--- src/rtl/ps2_pkg.sv ---
// ps2_pkg: shared PS/2 frame states, prefix bytes and the set 2 to HID usage map
package ps2_pkg;
    typedef enum logic [1:0] {IDLE, DATA, PARITY, STOP} frame_state_t;
    localparam logic [7:0] PS2_EXT   = 8'hE0;
    localparam logic [7:0] PS2_BRK   = 8'hF0;
    localparam logic [7:0] HID_D     = 8'h07;
    localparam logic [7:0] HID_F     = 8'h09;
    localparam logic [7:0] HID_SPACE = 8'h2C;
    localparam logic [7:0] HID_J     = 8'h0D;
    localparam logic [7:0] HID_K     = 8'h0E;
    localparam logic [7:0] HID_ENTER = 8'h28;
    localparam logic [7:0] HID_ESC   = 8'h29;
    function automatic logic [7:0] set2_to_hid(input logic [7:0] code);
        case (code)
            8'h23:   return HID_D;
            8'h2B:   return HID_F;
            8'h29:   return HID_SPACE;
            8'h3B:   return HID_J;
            8'h42:   return HID_K;
            8'h5A:   return HID_ENTER;
            8'h76:   return HID_ESC;
            default: return 8'h00;
        endcase
    endfunction
endpackage

--- src/rtl/ps2_frame_rx.sv ---
// ps2_frame_rx: synchronizes and filters the PS/2 lines, frames 11-bit words and flags parity, stop and timeout errors
module ps2_frame_rx import ps2_pkg::*; #(
    parameter int SYNC_STAGES = 2,
    parameter int FILTER_LEN  = 8,
    parameter int TIMEOUT_CYC = 100000
) (
    input  logic       Clk,
    input  logic       Reset_n,
    input  logic       ps2_clk,
    input  logic       ps2_data,
    output logic [7:0] data_byte,
    output logic       byte_stb,
    output logic       err
);
    localparam int FW = $clog2(FILTER_LEN + 1);
    localparam int TW = $clog2(TIMEOUT_CYC + 1);
    logic [SYNC_STAGES-1:0] cs, ds;
    logic          filt, filt_d, fall, d, tmo, par, par_n, stb_n, err_n, err_q;
    logic [FW-1:0] fcnt;
    logic [TW-1:0] tcnt, tcnt_n;
    logic [2:0]    bit_cnt, bit_n;
    logic [7:0]    sh, sh_n;
    frame_state_t  state, state_n;
    assign d   = ds[SYNC_STAGES-1];
    assign err = err_q | tmo;
    always_ff @(posedge Clk or negedge Reset_n) begin
        if (!Reset_n) begin
            cs        <= '1;
            ds        <= '1;
            filt      <= 1'b1;
            filt_d    <= 1'b1;
            fall      <= 1'b0;
            fcnt      <= '0;
            state     <= IDLE;
            bit_cnt   <= 3'd0;
            sh        <= 8'h00;
            par       <= 1'b0;
            tcnt      <= '0;
            data_byte <= 8'h00;
            byte_stb  <= 1'b0;
            err_q     <= 1'b0;
        end else begin
            cs        <= {cs[SYNC_STAGES-2:0], ps2_clk};
            ds        <= {ds[SYNC_STAGES-2:0], ps2_data};
            // the filtered clock only follows after FILTER_LEN agreeing samples
            fcnt      <= (cs[SYNC_STAGES-1] == filt || fcnt == FW'(FILTER_LEN - 1)) ? '0 : fcnt + 1'b1;
            filt      <= (cs[SYNC_STAGES-1] != filt && fcnt == FW'(FILTER_LEN - 1)) ? cs[SYNC_STAGES-1] : filt;
            filt_d    <= filt;
            fall      <= filt_d & ~filt;
            state     <= state_n;
            bit_cnt   <= bit_n;
            sh        <= sh_n;
            par       <= par_n;
            tcnt      <= tcnt_n;
            data_byte <= stb_n ? sh : data_byte;
            byte_stb  <= stb_n;
            err_q     <= err_n;
        end
    end
    always_comb begin
        state_n = state;
        bit_n   = bit_cnt;
        sh_n    = sh;
        par_n   = par;
        stb_n   = 1'b0;
        err_n   = 1'b0;
        tmo     = state != IDLE && tcnt == TW'(TIMEOUT_CYC);
        tcnt_n  = (state == IDLE || fall || tmo) ? '0 : tcnt + 1'b1;
        if (tmo)
            state_n = IDLE;
        else if (fall)
            case (state)
                IDLE: begin
                    state_n = d ? IDLE : DATA;
                    bit_n   = 3'd0;
                end
                DATA: begin
                    sh_n    = {d, sh[7:1]};
                    bit_n   = bit_cnt + 3'd1;
                    state_n = bit_cnt == 3'd7 ? PARITY : DATA;
                end
                PARITY: begin
                    par_n   = d;
                    state_n = STOP;
                end
                default: begin
                    state_n = IDLE;
                    stb_n   = d & ^{sh, par};
                    err_n   = ~(d & ^{sh, par});
                end
            endcase
    end
endmodule

--- src/rtl/ps2_keycode.sv ---
// ps2_keycode: tracks E0/F0 prefixes on received set 2 bytes and holds the HID usage of the last pressed mapped key
module ps2_keycode import ps2_pkg::*; #(
    parameter int SYNC_STAGES = 2,
    parameter int FILTER_LEN  = 8,
    parameter int TIMEOUT_CYC = 100000
) (
    input  logic       Clk,
    input  logic       Reset_n,
    input  logic       ps2_clk,
    input  logic       ps2_data,
    output logic [7:0] keycode,
    output logic       key_valid,
    output logic [7:0] scancode,
    output logic       scancode_stb,
    output logic       frame_err
);
    logic       ext, brk, is_code;
    logic [7:0] hid;
    ps2_frame_rx #(
        .SYNC_STAGES(SYNC_STAGES),
        .FILTER_LEN (FILTER_LEN),
        .TIMEOUT_CYC(TIMEOUT_CYC)
    ) u_rx (
        .Clk      (Clk),
        .Reset_n  (Reset_n),
        .ps2_clk  (ps2_clk),
        .ps2_data (ps2_data),
        .data_byte(scancode),
        .byte_stb (scancode_stb),
        .err      (frame_err)
    );
    assign hid       = set2_to_hid(scancode);
    assign is_code   = scancode != PS2_EXT && scancode != PS2_BRK;
    assign key_valid = keycode != 8'h00;
    always_ff @(posedge Clk or negedge Reset_n) begin
        if (!Reset_n) begin
            ext     <= 1'b0;
            brk     <= 1'b0;
            keycode <= 8'h00;
        end else if (frame_err) begin
            ext <= 1'b0;
            brk <= 1'b0;
        end else if (scancode_stb) begin
            ext <= scancode == PS2_EXT ? 1'b1 : (scancode == PS2_BRK ? ext : 1'b0);
            brk <= scancode == PS2_BRK ? 1'b1 : (scancode == PS2_EXT ? brk : 1'b0);
            // a break only releases the key currently shown, so an older key's release is ignored
            if (is_code && !ext && hid != 8'h00)
                keycode <= brk ? (hid == keycode ? 8'h00 : keycode) : hid;
        end
    end
endmodule
--- config.mk ---
export PLATFORM = sky130hd
export DESIGN_NAME = ps2_keycode
export DESIGN_NICKNAME = d
export VERILOG_FILES = /design/src/rtl/ps2_pkg.sv /design/src/rtl/ps2_frame_rx.sv /design/src/rtl/ps2_keycode.sv
export SDC_FILE = /design/constraint.sdc
export NUM_CORES = 1
export LEC_CHECK = 0
export BUFFER_PORTS_ARGS = -buffer_cell sky130_fd_sc_hd__clkbuf_2
export CAP_MARGIN = 20
export CORE_ASPECT_RATIO = 0.7
export CORE_UTILIZATION = 45
export CTS_CLUSTER_DIAMETER = 30
export DETAILED_ROUTE_END_ITERATION = 8
export SYNTH_ARGS = -nofsm -noshare
export SYNTH_HDL_FRONTEND = slang
export SYNTH_SLANG_ARGS = --single-unit
--- constraint.sdc ---
create_clock -name Clk -period 2.5 [get_ports Clk]
set_input_delay 0.25 -clock Clk [delete_from_list [all_inputs] [get_ports Clk]]
set_output_delay 0.25 -clock Clk [all_outputs]
set_load 0.005 [all_outputs]
==> metrics.md <==
| Metric | Value |
|---|---|
| Number of buffers added on ports | 19 |
| Critical-path top delay cell | or4b_4 |
| Post-CTS Setup Bufs | 0 |
| Power share of the combinational group | around 16% |
| Post-route ant nets | 0 |
| RR Endpoint | keycode[1] |
| Post-synth top cells | dfrtp_1 (53), nor2_1 (32), nand2_1 (19) |
| RSZ-0062 raised after global routing | no |
| Detailed Place HPWL | around 3600 um |
| Final core occ | 54.7% |
| DRC violations left | 0 |
| Compound-Gate Fraction of Synth Area | ~7.6% |
| Tmin final | between 2 and 2.5 ns |
| Share of layout cells above drive strength 1 | approximately 25% |
| Max Freq | between 400 and 500 MHz |
| DRT met1 WL | just under 3000 um |
| Die height | between 60 and 70 um |
| DR WL/cell | approximately 14 um |
| Critical path class | reg -> out |
| Layout Nets | 310 |
| Synth Area in Simple Gates | between 20% and 30% |
| Cell count of the worst hold path | 0 |
| DR vias | around 2000 |
| Placed cells | 365 |
| All-Layer GR Usage | between 15 and 20% |
| Layout Cells excl Fill | approximately 380 |
| Syn-to-layout area delta | 17.4% |
| Post-Synthesis Cells | 266 |
| Net Switching | 0.000684 W |
| CTS Buffer Depth | 2 |
| CTS root buffer | clkbuf_8 |
| Max-cap violations | 0 |
| Status | finished clean |
| Critical Path RT | between 2 and 2.5 ns |
| Row count | 24 |
| Setup Viol. Count Final | 0 |
| Synth Area in XOR/XNOR | about a tenth |
| Lkg Pwr | between 1.5 and 2 nW |
| Top-count cell post-synth | dfrtp_1 |
| Max incr delay on CP | 0.57 ns |
| Worst reg2reg path depth | 7 |
| TritonCTS clock tree | built |
| Internal | 0.00189 W |
| Clock-pin transition on the worst setup and hold timing paths | 0.07 ns |
| Iter 0 DRT Violations | around 110 |
| DIE AREA | between 0.006 and 0.007 mm2 |
| Largest family of logic cells by synthesized area | simple AND/OR/NAND/NOR gates |
| Seq pwr share | around 44% |
| Slew @ Worst Pin | around 0.54 ns |
| Final Hold Viols | 0 |
| Met3 wire length | around 200 um |
| Initial antenna violation count | 0 |
| Via density | roughly 5.1 |
| Sw Share | a little over a quarter |
| Post-synth top area share | 45.6% |
| Power per cell area | about 750 mW/mm2 |
| Flops & latches, synth | 59 |
| Maximum vdd drop | between 0.0003 and 0.0004 V |
| Ports | 23 |
| Post-synthesis sequential area ratio | approximately 51% |
| Worst hold path class | reg -> reg |
| Initial Utilization | 46.6% |
| Mapped cell area | around 0.0029 mm2 |
| Ant diodes | 0 |
| R2r setup slk | between 0.2 and 0.25 ns |
| Count of final max-slew check failures | 0 |
| Clock Sinks | 59 |
| Post-synth top flop | dfrtp_1 |
| Htree depth | 3 |
| Crit path cell chain | or4b_4 -> nor4_4 -> buf_4 -> or2_2 -> clkbuf_2 |
| Post-synthesis adder-cell area fraction | 2.15% |
| Reg-to-Reg Start | u_rx.data_byte[6] |
| Worst Hold End | u_rx.cs[1] |
| Clock skew | slightly below 0.01 ns |
| GR Overflow Total | 0 |
| Post-synth ARST share | between 90% and 100% |
| Vias in the first global route | between 1500 and 2000 |
| Routed WL | approximately 5200 um |
| Rel. slew slack | 63.9% |
| Die Width | 98.1 um |
| Global-route wire length before repair | roughly 8800 um |
| DR top layer | met4 |
| Largest net degree at the start of global routing | 40 |
| Gpl congestion | 0.810 |
| Post-synth EDFFs | 0 |
| YS warnings | 0 |
| Synth unique cells | 52 |
| Setup TNS | 0 ns |
| Core footprint | 0.00625 mm2 |
| Largest cells by area after synthesis | dfrtp_1 (46%), mux2_2 (6.6%), dfstp_2 (5.4%) |
| Worst-Skew Late Latency | 0.33 ns |
| Syn avg cell area | ~11 um2 |
| Worst EP arrival | between 2 and 2.5 ns |
| Filler cells | 550 |
| Startpoint Class | flip-flop |
| HP Start | u_rx.cs[0] |
| CTS Buf Count | 9 |
| Area leader, netlist | dfrtp_1 |
| Clock power share | 40.4% |
| DR pass1 iterations | 6 |
| Mux cell area share after synthesis | ~6.6% |
| Crit share post-route | between 90% and 100% |
| WL met2 | between 2000 and 2500 um |
| Critical Path End Type | output port |
| CP Max Fanout | 8 |
[cell usage in the layout, fill, tap and decap left out, drive strengths merged, types with 9 or more instances in the layout]
master and count:
xor2 17, nand3 9, clkbuf 28, dfrtp 53
buf 9, nand2 20, xnor2 14, inv 10
nor2 32, mux2 17
[area by class of cell]
cell class	count	area (um2)	share of cell area [%]
Sequential cell	59	1480	43.4
Multi-Input combinational cell	190	1350	39.6
Timing Repair Buffer	31	205	6.00
Clock buffer	9	124	3.62
Clock inverter	7	116	3.40
Tap cell	78	97.6	2.86
Inverter	10	37.5	1.10
[metrics by stage]
step           setup WS (ns)  cell area, um2  hold slack, ns  total power [W]
6_report               0.168            3420           0.358          0.00257
3_3_place_gp           0.195            3140           0.264          0.00155
3_5_place_dp           0.209            3140           0.263          0.00156
4_1_cts                0.152            3410           0.359          0.00261
5_1_grt               0.0541            3420           0.365          0.00273
2_1_floorplan          0.237            2920         -0.0456          0.00145
[registers in the layout, indices dropped and copies added (netlist names)]
name	cells
ext	1
u_rx.byte_stb	1
keycode	5
u_rx.sh	8
u_rx.cs	2
u_rx.ds	2
u_rx.filt_d	1
u_rx.par	1
u_rx.fall	1
u_rx.data_byte	8
u_rx.err_q	1
brk	1
u_rx.state	2
u_rx.fcnt	4
u_rx.bit_cnt	3
u_rx.tcnt	17
u_rx.filt	1
[power by group through the flow]
stage	logic (W)	clock network, W	registers (W)
final	0.000399	0.00104	0.00113
after global routing	0.000456	0.00112	0.00115
after CTS	0.000407	0.00107	0.00114
after detailed placement	0.000405	0	0.00115
after global placement	0.000395	0	0.00115
after floorplan	0.000316	0	0.00113
[routing by layer]
layer	vias to the layer above	track usage [%]
li1	989	-
met1	936	25.7
met2	32	21.1
met3	2	7.86
met4	0	5.97
met5	-	0
[how the worst max path moves through the flow]
stage,cells past startpoint,slack (ns),start,end
final,5,0.17,u_rx.tcnt[2],frame_err
after global routing,5,0.05,u_rx.tcnt[8],frame_err
after CTS,5,0.15,u_rx.tcnt[2],frame_err
after detailed placement,8,0.21,u_rx.data_byte[6],keycode[1]
after global placement,8,0.19,u_rx.data_byte[6],keycode[1]
after floorplan,6,0.24,u_rx.tcnt[3],u_rx.sh[0]
[worst max-delay path, delay by kind of cell, from the launching register on]
| kind | cells | cell delay, ns |
|---|---|---|
| buffers and inverters | 2 | 0.31 |
| DFF | 1 | 0.45 |
| and+or+nand+nor | 3 | 0.99 |
[cells by family (layout without fill, tap and decap cells)]
logic type,Yosys count,in the layout
fa+ha+maj,5,5
flops,59,59
simple gates,104,104
mux,17,17
compound gates,30,30
other cells,1,3
xor+xnor,31,31
buf+inv,19,57
[what timing repair did]
action	in CTS	in global routing
hold endpoints to repair	22	0
hold buffers	3	0
setup endpoints to repair	0	2
resized for setup	0	1
Note: power is estimated with default switching activity, not from simulation.
